<file path="config.mk">
export PLATFORM = sky130hd
export DESIGN_NAME = hsid_x_obi_result_wb_flat
export DESIGN_NICKNAME = d
export VERILOG_FILES = /design/src/rtl/hsid_x_obi_result_wb_pkg.sv /design/src/rtl/hsid_x_obi_result_wb_if.sv /design/src/rtl/hsid_x_obi_result_wb.sv /design/src/flat_wrapper.sv
export SDC_FILE = /design/constraint.sdc
export NUM_CORES = 1
export LEC_CHECK = 0
export ABC_AREA = 1
export BUFFER_PORTS_ARGS = -buffer_cell sky130_fd_sc_hd__buf_4
export CORE_ASPECT_RATIO = 0.75
export CORE_UTILIZATION = 45
export DETAILED_ROUTE_END_ITERATION = 6
export PLACE_DENSITY = 0.68
export SLEW_MARGIN = 20
export SYNTH_ARGS = -nofsm -noshare
export SYNTH_HDL_FRONTEND = slang
export SYNTH_SLANG_ARGS = --single-unit
export TNS_END_PERCENT = 5
</file>
<file path="constraint.sdc">
create_clock -name clk -period 3.7 [get_ports clk]
set_input_delay 0.37 -clock clk [delete_from_list [all_inputs] [get_ports clk]]
set_output_delay 0.37 -clock clk [all_outputs]
set_load 0.02 [all_outputs]
</file>
<file path="src/rtl/hsid_x_obi_result_wb_pkg.sv">
// Shared constants and types for the hsid result write-back stage.
package hsid_x_obi_result_wb_pkg;

    localparam int HSID_WORD_WIDTH        = 32;
    localparam int HSID_HSP_LIBRARY_WIDTH = 8;
    localparam int HSID_RESULT_WORDS      = 4;

    // Byte offsets of each result word from the programmed base address
    localparam logic [3:0] HSID_OFF_MIN_VALUE = 4'h0;
    localparam logic [3:0] HSID_OFF_MIN_REF   = 4'h4;
    localparam logic [3:0] HSID_OFF_MAX_VALUE = 4'h8;
    localparam logic [3:0] HSID_OFF_MAX_REF   = 4'hC;

    typedef enum logic [1:0] {
        IDLE,
        REQ,
        RSP,
        FINISH
    } hsid_wb_state_t;

    function automatic logic [3:0] result_offset(input logic [1:0] idx);
        logic [3:0] off;
        case (idx)
            2'd0:    off = HSID_OFF_MIN_VALUE;
            2'd1:    off = HSID_OFF_MIN_REF;
            2'd2:    off = HSID_OFF_MAX_VALUE;
            default: off = HSID_OFF_MAX_REF;
        endcase
        return off;
    endfunction

endpackage

</file>
<file path="src/rtl/hsid_x_obi_result_wb_if.sv">
// OBI write-only master bus bundle used by the result write-back stage.
interface hsid_x_obi_result_wb_if #(
    parameter int WORD_WIDTH = 32
);
    logic                  req;
    logic                  gnt;
    logic [WORD_WIDTH-1:0] addr;
    logic                  we;
    logic [3:0]            be;
    logic [WORD_WIDTH-1:0] wdata;
    logic                  rvalid;
    logic                  err;

    modport master (output req, addr, we, be, wdata, input gnt, rvalid, err);
    modport slave  (input req, addr, we, be, wdata, output gnt, rvalid, err);
endinterface

</file>
<file path="src/rtl/hsid_x_obi_result_wb.sv">
// Writes the four MSE result fields as consecutive words to a result buffer
// over OBI, one outstanding transaction at a time.
module hsid_x_obi_result_wb
    import hsid_x_obi_result_wb_pkg::*;
#(
    parameter int WORD_WIDTH        = HSID_WORD_WIDTH,
    parameter int HSP_LIBRARY_WIDTH = HSID_HSP_LIBRARY_WIDTH
) (
    input  logic                         clk,
    input  logic                         rst,
    input  logic                         start,
    input  logic                         clear,
    input  logic [WORD_WIDTH-1:0]        result_addr,
    input  logic [HSP_LIBRARY_WIDTH-1:0] mse_min_ref,
    input  logic [WORD_WIDTH-1:0]        mse_min_value,
    input  logic [HSP_LIBRARY_WIDTH-1:0] mse_max_ref,
    input  logic [WORD_WIDTH-1:0]        mse_max_value,
    hsid_x_obi_result_wb_if.master       obi,
    output logic                         busy,
    output logic                         done,
    output logic                         error
);

    hsid_wb_state_t               state;
    logic [1:0]                   idx;
    logic [WORD_WIDTH-1:0]        base_q;
    logic [HSP_LIBRARY_WIDTH-1:0] min_ref_q, max_ref_q;
    logic [WORD_WIDTH-1:0]        min_value_q, max_value_q;
    logic                         req_q;
    logic [WORD_WIDTH-1:0]        addr_q, wdata_q;
    logic                         done_q;
    logic                         abort_q;
    logic [1:0]                   nidx;

    assign nidx = idx + 2'd1;

    function automatic logic [WORD_WIDTH-1:0] word_data(input logic [1:0] i);
        logic [WORD_WIDTH-1:0] d;
        case (i)
            2'd0:    d = min_value_q;
            2'd1:    d = WORD_WIDTH'(min_ref_q);
            2'd2:    d = max_value_q;
            default: d = WORD_WIDTH'(max_ref_q);
        endcase
        return d;
    endfunction

    always_ff @(posedge clk) begin
        if (rst) begin
            state       <= IDLE;
            idx         <= '0;
            base_q      <= '0;
            min_ref_q   <= '0;
            max_ref_q   <= '0;
            min_value_q <= '0;
            max_value_q <= '0;
            req_q       <= 1'b0;
            addr_q      <= '0;
            wdata_q     <= '0;
            busy        <= 1'b0;
            done_q      <= 1'b0;
            error       <= 1'b0;
            abort_q     <= 1'b0;
        end else begin
            done_q <= 1'b0;
            error  <= 1'b0;
            case (state)
                IDLE: begin
                    if (start) begin
                        if (result_addr[1:0] == 2'b00) begin
                            base_q      <= result_addr;
                            min_ref_q   <= mse_min_ref;
                            max_ref_q   <= mse_max_ref;
                            min_value_q <= mse_min_value;
                            max_value_q <= mse_max_value;
                            idx         <= '0;
                            addr_q      <= result_addr;
                            wdata_q     <= mse_min_value;
                            req_q       <= 1'b1;
                            busy        <= 1'b1;
                            abort_q     <= 1'b0;
                            state       <= REQ;
                        end else begin
                            error <= 1'b1;
                        end
                    end
                end
                // An issued request cannot be retracted; clear only takes
                // effect once the current word's response has returned.
                REQ: begin
                    if (clear) abort_q <= 1'b1;
                    if (obi.gnt) begin
                        req_q <= 1'b0;
                        state <= RSP;
                    end
                end
                RSP: begin
                    if (clear) abort_q <= 1'b1;
                    if (obi.rvalid) begin
                        if (obi.err) begin
                            error <= 1'b1;
                            busy  <= 1'b0;
                            state <= IDLE;
                        end else if (abort_q || clear) begin
                            busy  <= 1'b0;
                            state <= IDLE;
                        end else if (idx == 2'(HSID_RESULT_WORDS - 1)) begin
                            done_q <= 1'b1;
                            state  <= FINISH;
                        end else begin
                            idx     <= nidx;
                            addr_q  <= base_q + WORD_WIDTH'(result_offset(nidx));
                            wdata_q <= word_data(nidx);
                            req_q   <= 1'b1;
                            state   <= REQ;
                        end
                    end
                end
                FINISH: begin
                    busy  <= 1'b0;
                    state <= IDLE;
                end
                default: state <= IDLE;
            endcase
        end
    end

    // clear arriving in the FINISH cycle itself must still cancel done
    assign done = done_q & ~clear;

    assign obi.req   = req_q;
    assign obi.we    = req_q;
    assign obi.be    = {4{req_q}};
    assign obi.addr  = addr_q;
    assign obi.wdata = wdata_q;

endmodule

</file>
<file path="src/flat_wrapper.sv">
// flat-port wrapper written by rule: the top's interface ports become plain ports
module hsid_x_obi_result_wb_flat import hsid_x_obi_result_wb_pkg::*;
#(
    parameter int WORD_WIDTH        = HSID_WORD_WIDTH,
    parameter int HSP_LIBRARY_WIDTH = HSID_HSP_LIBRARY_WIDTH
)
  (clk, rst, start, clear, result_addr, mse_min_ref, mse_min_value, mse_max_ref, mse_max_value, busy, done, error, obi_req, obi_addr, obi_we, obi_be, obi_wdata, obi_gnt, obi_rvalid, obi_err);
  hsid_x_obi_result_wb_if #(.WORD_WIDTH(WORD_WIDTH)) obi_i ();
  input  logic clk;
  input  logic rst;
  input  logic start;
  input  logic clear;
  input  logic [WORD_WIDTH-1:0] result_addr;
  input  logic [HSP_LIBRARY_WIDTH-1:0] mse_min_ref;
  input  logic [WORD_WIDTH-1:0] mse_min_value;
  input  logic [HSP_LIBRARY_WIDTH-1:0] mse_max_ref;
  input  logic [WORD_WIDTH-1:0] mse_max_value;
  output logic busy;
  output logic done;
  output logic error;
  output wire logic [$bits(obi_i.req)-1:0] obi_req;
  output wire logic [$bits(obi_i.addr)-1:0] obi_addr;
  output wire logic [$bits(obi_i.we)-1:0] obi_we;
  output wire logic [$bits(obi_i.be)-1:0] obi_be;
  output wire logic [$bits(obi_i.wdata)-1:0] obi_wdata;
  input wire logic [$bits(obi_i.gnt)-1:0] obi_gnt;
  input wire logic [$bits(obi_i.rvalid)-1:0] obi_rvalid;
  input wire logic [$bits(obi_i.err)-1:0] obi_err;
  assign obi_req = obi_i.req;
  assign obi_addr = obi_i.addr;
  assign obi_we = obi_i.we;
  assign obi_be = obi_i.be;
  assign obi_wdata = obi_i.wdata;
  assign obi_i.gnt = obi_gnt;
  assign obi_i.rvalid = obi_rvalid;
  assign obi_i.err = obi_err;
  hsid_x_obi_result_wb #(.WORD_WIDTH(WORD_WIDTH), .HSP_LIBRARY_WIDTH(HSP_LIBRARY_WIDTH)) u_core (.clk(clk), .rst(rst), .start(start), .clear(clear), .result_addr(result_addr), .mse_min_ref(mse_min_ref), .mse_min_value(mse_min_value), .mse_max_ref(mse_max_ref), .mse_max_value(mse_max_value), .obi(obi_i), .busy(busy), .done(done), .error(error));
endmodule
</file>
After elaboration in Yosys (flattened, before gate mapping)
Cells that the tools add are included.
- add/subtract/negate cells: 2
- equality and inequality tests: 15
- multiplexer cells: 59
- bitwise logic cells: 4
- reductions and logical operators: 16
- operators by type and width (operator ; number):
    2-to-1 mux 32 bit ; 12
    one-hot mux 32 bit (2 select lines) ; 2
    one-hot mux 32 bit (3 select lines) ; 1
    adder 32 x 4 -> 32 bit ; 1
    2-to-1 mux 2 bit ; 13
    2-to-1 mux 4 bit ; 6
    2-to-1 mux 1 bit ; 18
    inequality test 2 bit, second input constant ; 6
    one-hot mux 4 bit (3 select lines) ; 1
    equality test 2 bit, second input constant ; 4
    one-hot mux 2 bit (4 select lines) ; 1
    AND reduction 4 bit ; 2
    AND reduction 8 bit ; 1
    AND reduction 7 bit ; 1
    zero test 2 bit ; 3
    one-hot mux 1 bit (3 select lines) ; 2
    nonzero test 3 bit ; 2
    AND reduction 5 bit ; 1
    OR reduction 5 bit ; 1
    equality test 2 x 1 -> 1 bit, second input constant ; 2
    inequality test 2 x 1 -> 1 bit, second input constant ; 2
    one-hot mux 1 bit (2 select lines) ; 2
    one-hot mux 2 bit (2 select lines) ; 1
    nonzero test 2 bit ; 2
    7 further kinds ; 9
- register bits after elaboration: 185
- bits of input ports: 119
- output and inout port bits: 73
- logic and storage cells: 110

Logic depth before layout (Yosys ltp)
Gate-level depths: netlist of the first run.
- depth after elaboration: 15
- mapped depth: 12
- mapped depth without buffers: 12

Least setup slack after synthesis of the first run
OpenSTA, ideal clock, no wires.
- path type: reg-to-reg
- from: register u_core.idx[0]
- to: register u_core.addr_q[28], in the netlist u_core.obi.addr[28]
- setup time: 132 ps
- arrival: 1845 ps
- required time: 3568 ps
- slack: 1723 ps
- cell stages (with the launch flop): 12
- buffers on the path: 0
- period minus slack after synthesis: 1977 ps
- cells stage by stage: dfxtp_1 -> inv_1 -> ha_1 -> fa_1 -> nand2_1 -> nor2_1 -> nand2_1 -> nor2_2 -> nand3_1 -> nand3_1 -> nand2_1 -> a21oi_1
- longest elaborated chain between the ends: 15
- elaborated cells between the ends (all ways): 20
- those cells by class: add/sub (2); eq/ne (4); mux (12); reduce/logical (2)
- RTL lines (item ; line ; source):
    from (decl) ; hsid_x_obi_result_wb.sv:25 ; logic [1:0] idx;
    from (signal assigned) ; hsid_x_obi_result_wb.sv:111 ; idx <= nidx;
    adder 2 x 1 -> 2 bit ; hsid_x_obi_result_wb.sv:35 ; assign nidx = idx + 2'd1;
    equality test 2 bit, or another cell as far along ; hsid_x_obi_result_wb_pkg.sv:23 ; case (idx)
    one-hot mux 4 bit (3 select lines) ; hsid_x_obi_result_wb_pkg.sv:23 ;
    2-to-1 mux 4 bit ; hsid_x_obi_result_wb.sv:107 ; end else if (idx == 2'(HSID_RESULT_WORDS - 1)) begin
    2-to-1 mux 4 bit ; hsid_x_obi_result_wb.sv:104 ; end else if (abort_q || clear) begin
    2-to-1 mux 4 bit ; hsid_x_obi_result_wb.sv:100 ; if (obi.err) begin
    2-to-1 mux 4 bit ; hsid_x_obi_result_wb.sv:99 ; if (obi.rvalid) begin
    2-to-1 mux 4 bit ; hsid_x_obi_result_wb.sv:67 ; case (state)
    2-to-1 mux 4 bit ; hsid_x_obi_result_wb.sv:49 ; if (rst) begin
    adder 32 x 4 -> 32 bit ; hsid_x_obi_result_wb.sv:112 ; addr_q <= base_q + WORD_WIDTH'(result_offset(nidx));
    2-to-1 mux 32 bit ; hsid_x_obi_result_wb.sv:107 ;
    2-to-1 mux 32 bit ; hsid_x_obi_result_wb.sv:104 ;
    2-to-1 mux 32 bit ; hsid_x_obi_result_wb.sv:100 ;
    2-to-1 mux 32 bit ; hsid_x_obi_result_wb.sv:99 ;
    one-hot mux 32 bit (2 select lines) ; hsid_x_obi_result_wb.sv:67 ;
    to (signal assigned) ; hsid_x_obi_result_wb.sv:77 ; addr_q <= result_addr;
    to (signal assigned) ; hsid_x_obi_result_wb.sv:112 ;
    to (decl) ; hsid_x_obi_result_wb.sv:30 ; logic [WORD_WIDTH-1:0] addr_q, wdata_q;
Parallel ways exist; a longest one is shown, timed or not. The select of a mux whose other input is x is not followed.
A chain may end at the register's enable or synchronous reset.

Worst setup path after layout of the first run
- from: register u_core.state[0]
- to: register u_core.min_value_q[12]
- longest elaborated chain between the ends: 2
- RTL lines (item ; line ; source):
    from (decl) ; hsid_x_obi_result_wb.sv:24 ; hsid_wb_state_t state;
    from (signal assigned) ; hsid_x_obi_result_wb.sv:50 ; state <= IDLE;
    from (signal assigned) ; hsid_x_obi_result_wb.sv:82 ; state <= REQ;
    from (signal assigned) ; hsid_x_obi_result_wb.sv:94 ; state <= RSP;
    zero test 2 bit ; hsid_x_obi_result_wb.sv:67 ;
    AND reduction 3 bit (no source line) ; -- ;
    to (signal assigned) ; hsid_x_obi_result_wb.sv:74 ; min_value_q <= mse_min_value;
    to (decl) ; hsid_x_obi_result_wb.sv:28 ; logic [WORD_WIDTH-1:0] min_value_q, max_value_q;
No other way between the ends.

==> results.yml, run 1 <==
routing:
  vias_per_cell: 5.288
  wirelength_um: 24710
  met1_length_um: 12510
  first_pass_iters: 5
  first_iter_violations: 714
  drtAntennaViolNets: 0
  drc: 0
  wl_met3_um: 2099
  dr_total_vias: 8392
  top_layer_used: "met4"
  met2_wirelength_um: 9851
  routedWlPerCell_um: 15.57
logic_synthesis:
  synth_compound_area_share_pct: 23.09
  avgSynthCellArea_um2: 7.041
  syn-cell-area_um2: 8414
  muxShareOfSynthArea_pct: 0.1190
  synthAdderAreaFrac_pct: 2.022
  synth_top_family_by_area: "compound AO/OA/AOI/OAI gates"
  yosysWarnings: 0
  ys_ff_latch: 185
  synth-simple-area-share_pct: 21.90
  yosysSeqAreaShare_pct: 44.01
  synth_cells: 1195
  syn_nets: 1327
  synth_cell_type_count: 35
  synthXorXnorAreaFrac_pct: 0.8327
layout:
  area_delta_synth_final_pct: 23.60
  nets: 1464
  fillers: 1727
  drive_gt1_share_pct: 18.36
  fin_cells: 1587
  mostFrequentLayoutCells: "222 x nor2_1, 199 x buf_4, 185 x dfxtp_1"
  fin_util_pct: 57.87
  diodes: 0
  register_area_um2: 3704
  final_common_cell: "nor2_1"
  multi_input_area_um2: 4046
  final_area_um2: 10400
cts:
  cts_buffers: 17
  htreeDepth: 4
  cts_buffer_depth: 2
  clkSinkCount: 185
  cts_tree: "done"
  path_clk_slew_ps: 70
  postCtsSetupBuffers: 0
  insertion_delay_ps: 430
  cts_resized: 0
  hold_buffers: 0
  cts_root_buffer: "clkbuf_16"
pwr:
  power_frac_clock_pct: 33.4
  p_seq_share_pct: 44.9
  p_sw_uw: 1656
  cellPowerDensity_nw_per_um2: 497.0
  sw_frac_of_total_pct: 32.03
  p_comb_share_pct: 21.7
  internal-power_uw: 3513
  leakage_uw: 0.004142
  ir_worst_vdd_mv: 0.2726
placed_design:
  place_inst: 1555
  port_buffers: 191
  gp_congestion: 0.9676
  postPlaceCellArea_um2: 9857
  dp_hpwl_um: 16570
timing:
  skew_ps: 8.505
  hold_viol: 0
  fmax_mhz: 414.5
  period_share_pct: 65.21
  slew_headroom_pct: 43.80
  min_period_ps: 2413
  rsz0062_at_grt: "no"
  setup_viol: 0
  finalSetupTns_ps: 0
  hold_ws_ps: 186.3
  tightest_slew_ps: 843.0
  slew_violations: 0
worst_setup_path:
  cp-start-kind: "flip-flop"
  crit_arrival_ps: 2780
  cp.required_ps: 4070
  endpoint_kind: "flip-flop"
  path_max_fanout: 49
  criticalPathCategory: "flip-flop to flip-flop"
global_route:
  grt_max_degree: 102
  grt_pass1_vias: 7242
  grt_usage_pct: 25.28
  grt-ovfl-total: 0
  antenna_found_initial: 0
  grt_pass1_wl_um: 38440
job:
  drv_cap: 0
floorplanning:
  die_y_um: 120.4
  design.portCount: 192
  core_um2: 17970
  start_util_pct: 46.82
  die-area_um2: 19250
  fp-row-count: 42
  die_x_um: 159.9
status:
  status: "complete, no violations"
min_path:
  worstHoldPathType: "input pin to flip-flop"
[sequential cells by signal, summed over array words and instances (netlist names)]
| name | cells |
|---|---|
| u_core.abort_q | 1 |
| u_core.base_q | 32 |
| u_core.busy | 1 |
| u_core.done_q | 1 |
| u_core.error | 1 |
| u_core.idx | 2 |
| u_core.max_ref_q | 8 |
| u_core.max_value_q | 32 |
| u_core.min_ref_q | 8 |
| u_core.min_value_q | 32 |
| u_core.obi.addr | 32 |
| u_core.obi.req | 1 |
| u_core.obi.wdata | 32 |
| u_core.state | 2 |
[cell families after synthesis]
group                      Yosys count
muxes                                1
DFF                                185
AOI/OAI and AO/OA                  370
adders and majority gates           13
and+or+nand+nor                    460
buffers and inverters              158
xor gates and xnor gates             8
[final cells by class]
| class | count | share of cell area, % |
|---|---|---|
| Multi-Input combinational cell | 852 | 38.91 |
| Sequential cell | 185 | 35.61 |
| Timing Repair Buffer | 200 | 14.56 |
| Clock buffer | 18 | 4.127 |
| Tap cell | 242 | 2.911 |
| Inverter | 76 | 2.791 |
| Clock inverter | 14 | 1.095 |
[per-layer routing]
| layer | up-vias | global-route usage [%] |
|---|---|---|
| met4 | 0 | 6.310 |
| met5 | - | 0 |
| li1 | 4232 | - |
| met3 | 16 | 5.592 |
| met1 | 3816 | 39.21 |
| met2 | 328 | 34.63 |
[path summary, 6_finish.rpt]
| kind | from | to | slack (ps) | cells past startpoint |
|---|---|---|---|---|
| worst max-delay path | u_core.state[0] | u_core.min_value_q[12] | 1290 | 9 |
| worst min-delay path | mse_max_value[31] | u_core.max_value_q[31] | 190 | 3 |
| worst max register to register | u_core.state[0] | u_core.min_value_q[12] | 1290 | 9 |
| worst min register to register | u_core.max_value_q[28] | u_core.max_value_q[28] | 450 | 2 |
[synthesized netlist by cell type]
| cell type | instances | share of area, % |
|---|---|---|
| buf_4 | 10 | 0.89 |
| clkinv_1 | 1 | 0.045 |
| nand4_1 | 6 | 0.45 |
| o21ai_1 | 39 | 2.3 |
| nor2_2 | 5 | 0.37 |
| buf_1 | 5 | 0.22 |
| nand2_1 | 176 | 7.9 |
| a22oi_1 | 24 | 2.1 |
| nor3_4 | 1 | 0.19 |
| xnor2_1 | 1 | 0.10 |
| a211oi_1 | 3 | 0.27 |
| inv_1 | 71 | 3.2 |
| nor2_4 | 1 | 0.13 |
| a31oi_1 | 9 | 0.67 |
| nand3_1 | 43 | 2.6 |
| clkbuf_1 | 54 | 2.4 |
| xor2_1 | 7 | 0.73 |
| o2111a_1 | 1 | 0.13 |
| inv_2 | 3 | 0.13 |
| nor3b_1 | 1 | 0.089 |
| inv_4 | 1 | 0.074 |
| a21oi_1 | 130 | 7.7 |
| o211ai_1 | 1 | 0.089 |
| a22o_1 | 1 | 0.10 |
| mux2i_1 | 1 | 0.12 |
| buf_6 | 4 | 0.54 |
| buf_2 | 9 | 0.54 |
| nor3_1 | 1 | 0.059 |
| dfxtp_1 | 185 | 44 |
| nand2_2 | 2 | 0.15 |
| fa_1 | 1 | 0.24 |
| o21ai_0 | 162 | 9.6 |
| nor2_1 | 222 | 9.9 |
| ha_1 | 12 | 1.8 |
| nor4_1 | 2 | 0.15 |
[through the flow]
stage / total power [µW] / setup slack, ps
2_1_floorplan: 3048 / 1723
3_3_place_gp: 3470 / 1394
3_5_place_dp: 3479 / 1315
4_1_cts: 5190 / 1300
5_1_grt: 5409 / 1065
6_report: 5169 / 1287
[power groups by stage]
stage               sequential [µW]  combinational (µW)  clock (µW)
finish                         2320                1120        1730
detailed placement             2360                1120           0
floorplan                      2480                 564           0
global placement               2360                1110           0
CTS                            2320                1120        1750
global route                   2350                1220        1840
[critical path, stage by stage, from the launching register on]
cell,delay (ps)
dfxtp_1,340
inv_1,130
ha_1,210
nand2_1,80
inv_1,90
nand2_4,250
inv_2,570
buf_4,440
nor2_1,90
nor2_1,110
Power figures use the tool's default switching activity.
==> run 2: changes to the inputs <==
==> constraint.sdc (replaced) <==
create_clock -name clk -period 2.3 [get_ports clk]
set_input_delay 0.23 -clock clk [delete_from_list [all_inputs] [get_ports clk]]
set_output_delay 0.23 -clock clk [all_outputs]
set_load 0.02 [all_outputs]
==> run 2 against run 1 <==
Against the previous run: sequential cell count stayed put; critical path depth is 2 higher; via count is 0.81% higher; combinational power is 68% higher; register-to-register slack got worse by 1100 ps; power up 67%.
==> results.yml, run 2 (synthesis results as in run 1) <==
timing:
  finalSetupTns_ps: 0
  period_share_pct: 92.92
  rsz0062_at_grt: "no"
  min_period_ps: 2137
  fmax_mhz: 467.9
  setup_viol: 0
  slew_headroom_pct: 60.54
  slew_violations: 0
  tightest_slew_ps: 592.0
  hold_viol: 0
  skew_ps: 10.54
placed_design:
  dp_hpwl_um: 17150
  place_inst: 1568
  gp_congestion: 0.9284
  port_buffers: 191
routing:
  first_pass_iters: 5
  first_iter_violations: 794
  drc: 0
  drtAntennaViolNets: 0
  wirelength_um: 25250
  routedWlPerCell_um: 15.78
  vias_per_cell: 5.288
  dr_total_vias: 8460
worst_setup_path:
  r2r_start: "u_core.idx[0]"
  criticalPathCategory: "flip-flop to flip-flop"
  startpoint: "u_core.idx[0]"
  r2r-end: "u_core.obi.addr[17]"
  r2r.worst_path.cells: 11
  endpoint_kind: "flip-flop"
  cp-start-kind: "flip-flop"
  path_max_fanout: 6
  critPathCapture: "u_core.obi.addr[17]"
  cp.required_ps: 2670
  reg2reg_slack_ps: 160
  crit_arrival_ps: 2500
job:
  drv_cap: 0
layout:
  fin_util_pct: 59.15
  diodes: 0
  drive_gt1_share_pct: 19.07
  nets: 1477
  mostFrequentLayoutCells: "222 x nor2_1, 207 x buf_4, 185 x dfxtp_1"
  final_common_cell: "nor2_1"
  area_delta_synth_final_pct: 26.33
  fin_cells: 1600
global_route:
  grt_max_degree: 72
  grt-ovfl-total: 0
  grt_pass1_wl_um: 40160
  grt_pass1_vias: 7749
  grt_usage_pct: 26.26
  antenna_found_initial: 0
pwr:
  ir_worst_vdd_mv: 0.4584
  cellPowerDensity_nw_per_um2: 811.4
  leakage_uw: 0.004247
cts:
  path_clk_slew_ps: 70
  cts_buffer_depth: 2
  cts_buffers: 17
  hold_buffers: 0
  clkSinkCount: 185
  insertion_delay_ps: 430
  cts_tree: "done"
  htreeDepth: 4
  cts_root_buffer: "clkbuf_16"
floorplanning:
  start_util_pct: 46.82
  die_x_um: 159.9
  core_um2: 17970
  die-area_um2: 19250
  die_y_um: 120.4
  design.portCount: 192
  fp-row-count: 42
status:
  status: "complete, no violations"
min_path:
  worstHoldPathType: "input pin to flip-flop"
[run 2: worst max-delay path: stages, from the launching register on]
cell	delay, ps
dfxtp_1	320
inv_1	80
ha_1	360
ha_1	290
nand2_1	40
nand2_1	70
nand2_1	120
nor2_2	330
nand2_1	110
a21oi_1	120
o21ai_0	100
a21oi_1	120
[run 2: cell type report]
| class | count | area (µm²) |
|---|---|---|
| clock buffers | 24 | 491.7 |
| clock inverters | 8 | 111.4 |
| fillers | 1754 | 7342 |
| inverters | 76 | 292.8 |
| multi-input cells | 852 | 4054 |
| flip-flops and latches | 185 | 3704 |
| well taps | 242 | 302.8 |
| repair buffers | 213 | 1674 |
[run 2: per-stage QoR]
stage               hold WS, ps  power [µW]  area (µm²)  setup WS (ps)
floorplan                 307.1        4903        8414          323.2
finish                    66.94        8625       10630          162.9
CTS                       49.03        8665       10620          149.8
detailed placement        435.6        5682       10020          171.3
global route              57.62        9032       10630         0.9106
global placement          432.1        5657       10020          194.3
[run 2: routing by layer]
| metal | wire length, µm | global-route usage [%] |
|---|---|---|
| met1 | 12560 | 38.60 |
| met2 | 10350 | 37.80 |
| met3 | 2079 | 6.861 |
| met4 | 266 | 6.607 |
| met5 | 0 | 0 |
[run 2: how the worst min path moves through the flow]
stage | start | end | slack [ps] | depth (start not counted)
2_1_floorplan | rst | u_core.done_q | 310 | 1
6_report | obi_rvalid | u_core.error | 70 | 3
3_5_place_dp | u_core.base_q[0] | u_core.base_q[0] | 440 | 2
4_1_cts | mse_min_ref[5] | u_core.min_ref_q[5] | 50 | 3
5_1_grt | mse_min_ref[5] | u_core.min_ref_q[5] | 60 | 3
3_3_place_gp | u_core.base_q[0] | u_core.base_q[0] | 430 | 2
[run 2: what timing repair did]
action | 4_1_cts | 5_1_grt
resized for setup | 0 | 3
setup buffers | 0 | 0
setup endpoints to repair | 0 | 6
[run 2: where the power goes]
group / internal, µW / switching [µW]
combinational: 763 / 1110
clock: 1730 / 1270
sequential: 3530 / 216
total: 6030 / 2600
==> run 3: changes to the inputs <==
--- a/config.mk
+++ b/config.mk
@@ -7,10 +7,12 @@
 export LEC_CHECK = 0
 export ABC_AREA = 1
 export BUFFER_PORTS_ARGS = -buffer_cell sky130_fd_sc_hd__buf_4
+export CAP_MARGIN = 20
 export CORE_ASPECT_RATIO = 0.75
-export CORE_UTILIZATION = 45
+export CORE_UTILIZATION = 56
+export CTS_BUF_LIST = sky130_fd_sc_hd__clkbuf_8
 export DETAILED_ROUTE_END_ITERATION = 6
-export PLACE_DENSITY = 0.68
+export PLACE_DENSITY = 0.82
 export SLEW_MARGIN = 20
 export SYNTH_ARGS = -nofsm -noshare
 export SYNTH_HDL_FRONTEND = slang
==> run 3 against run 2 <==
Against the previous run: cell count shrank 2.9%; sequential power is essentially flat; clock skew grew 3.8 ps; register-to-register slack lost 40 ps; critical path type unchanged; critical endpoint is now u_core.obi.addr[19]; die area shrank 19%; maximum frequency shrank 1.7%; largest cell class unchanged; highest routed layer unchanged; sequential share of layout area grew 0.89 points; core utilization grew 12 points; global-route usage grew 6.6 points; sequential cell count is the same.
==> results.yml, run 3 (synthesis results as in run 1) <==
status:
  status: "complete, no violations"
layout:
  fin_util_pct: 71.25
  final_common_cell: "nor2_1"
  drive_gt1_share_pct: 18.83
  diodes: 0
  mostFrequentLayoutCells: "220 x nor2_1, 203 x buf_4, 185 x dfxtp_1"
  nets: 1474
  area_delta_synth_final_pct: 23.20
pwr:
  internal-power_uw: 5383
  p_total_uw: 7881
  cellPowerDensity_nw_per_um2: 760.2
  leakage_uw: 0.004159
  p_seq_share_pct: 47.5
  p_sw_uw: 2498
  p_comb_share_pct: 23.8
  sw_frac_of_total_pct: 31.69
  ir_worst_vdd_mv: 0.6013
  power_frac_clock_pct: 28.6
floorplanning:
  die_y_um: 108.2
  fp-row-count: 38
  start_util_pct: 57.83
  core_um2: 14550
  die-area_um2: 15520
  die_x_um: 143.5
  design.portCount: 192
worst_setup_path:
  path_common_cell: "nand2_1"
  slowest_stage: "ha_1"
  r2r_start: "u_core.idx[0]"
  cp-start-kind: "flip-flop"
  worstPathCellList: "inv_1 -> ha_1 -> ha_1 -> nand2_1 -> nand2_1 -> nand2_1 -> nor2_2 -> inv_1 -> o21ai_0 -> nand3_1 -> a21oi_1"
  r2r.worst_path.cells: 11
  reg2reg_slack_ps: 130
  endpoint_kind: "flip-flop"
  path_delay_family: "simple AND/OR/NAND/NOR gates"
  cp.required_ps: 2700
  r2r-end: "u_core.obi.addr[19]"
  crit_arrival_ps: 2570
  path_max_fanout: 5
  max_stage_delay_ps: 350
  critPathBufInv: 2
  criticalPathCategory: "flip-flop to flip-flop"
placed_design:
  dp_hpwl_um: 16760
  gp_congestion: 0.9919
  port_buffers: 191
cts:
  insertion_delay_ps: 460
  cts_root_buffer: "clkbuf_8"
  path_clk_slew_ps: 90
  clkSinkCount: 185
  cts_tree: "done"
  cts_buffers: 17
  cts_buffer_depth: 2
  postCtsSetupBuffers: 0
  htreeDepth: 4
global_route:
  grt_max_degree: 164
  antenna_found_initial: 0
  grt_pass1_vias: 7830
  grt-ovfl-total: 0
  grt_pass1_wl_um: 39690
  grt_usage_pct: 32.86
timing:
  rsz0062_at_grt: "yes"
  min_period_ps: 2174
  tightest_slew_ps: 639.5
  hold_viol: 0
  skew_ps: 14.30
  fmax_mhz: 459.9
  setup_viol: 0
  slew_headroom_pct: 57.37
  slew_violations: 0
  period_share_pct: 94.53
min_path:
  worstHoldPathType: "input pin to flip-flop"
  min_from: "mse_min_ref[7]"
  hold_depth: 3
  min_to: "u_core.min_ref_q[7]"
routing:
  vias_per_cell: 5.560
  dr_total_vias: 8640
  first_iter_violations: 700
  drc: 0
  routedWlPerCell_um: 16.02
  drtAntennaViolNets: 0
  first_pass_iters: 6
  wirelength_um: 24890
job:
  drv_cap: 0
run 3: cell count changes in the layout (fill, tap and decap cells not counted), sizes merged:
cell,before,now
bufinv,2,3
clkbuf,24,18
clkinvlp,3,2
inv,77,81
buf,213,210
clkinv,2,3
run 3: worst register-to-register path, delay by kind of cell (launching register included):
kind | cells | cell delay [ps]
flops | 1 | 340
fa+ha+maj | 2 | 640
compound gates | 2 | 310
buf+inv | 2 | 170
simple gates | 5 | 650
run 3: metal layers:
layer	global-route usage, %	share of wire, %
met5	0	0
met4	10.11	1.3
met3	8.326	10
met2	47.05	42
met1	48.01	46
run 3: repair_timing:
item | CTS | global route
resized for setup | 0 | 3
hold buffers | 0 | 0
endpoints found under the setup margin | 0 | 2
run 3: layout make-up:
cell class / count / area [µm²]
multi-input cells: 852 / 4056
well taps: 200 / 250.2
repair buffers: 210 / 1664
clock inverters: 13 / 155.1
clock buffers: 18 / 247.7
inverters: 76 / 289.0
fillers: 1226 / 4183
flip-flops and latches: 185 / 3704
run 3: worst max path at each step:
stage / startpoint / endpoint / slack (ps) / cells past startpoint
after floorplan: u_core.idx[0] / u_core.obi.addr[28] / 320 / 11
after global placement: u_core.idx[0] / u_core.obi.addr[17] / 240 / 11
after detailed placement: u_core.idx[0] / u_core.obi.addr[17] / 200 / 11
after CTS: u_core.idx[0] / u_core.obi.addr[19] / 170 / 11
after global routing: u_core.idx[0] / u_core.obi.addr[19] / -20 / 11
final: u_core.idx[0] / u_core.obi.addr[19] / 130 / 11
run 3: through the flow:
stage	setup TNS [ps]	instance area [µm²]	worst slack, ps	cells	hold slack, ps
6_report	0	10370	125.7	1554	19.10
3_5_place_dp	0	9953	201.4	1523	434.6
3_3_place_gp	0	9953	237.2	1523	431.4
4_1_cts	0	10360	173.8	1554	9.507
2_1_floorplan	0	8414	323.2	1195	307.1
5_1_grt	-15.61	10370	-15.61	1554	15.11
run 3: power groups by stage:
stage	clock (µW)	combinational, µW	sequential, µW
finish	2260	1880	3740
global route	2410	2060	3780
CTS	2270	1870	3740
detailed placement	0	1860	3800
global placement	0	1830	3800
floorplan	0	907	4000
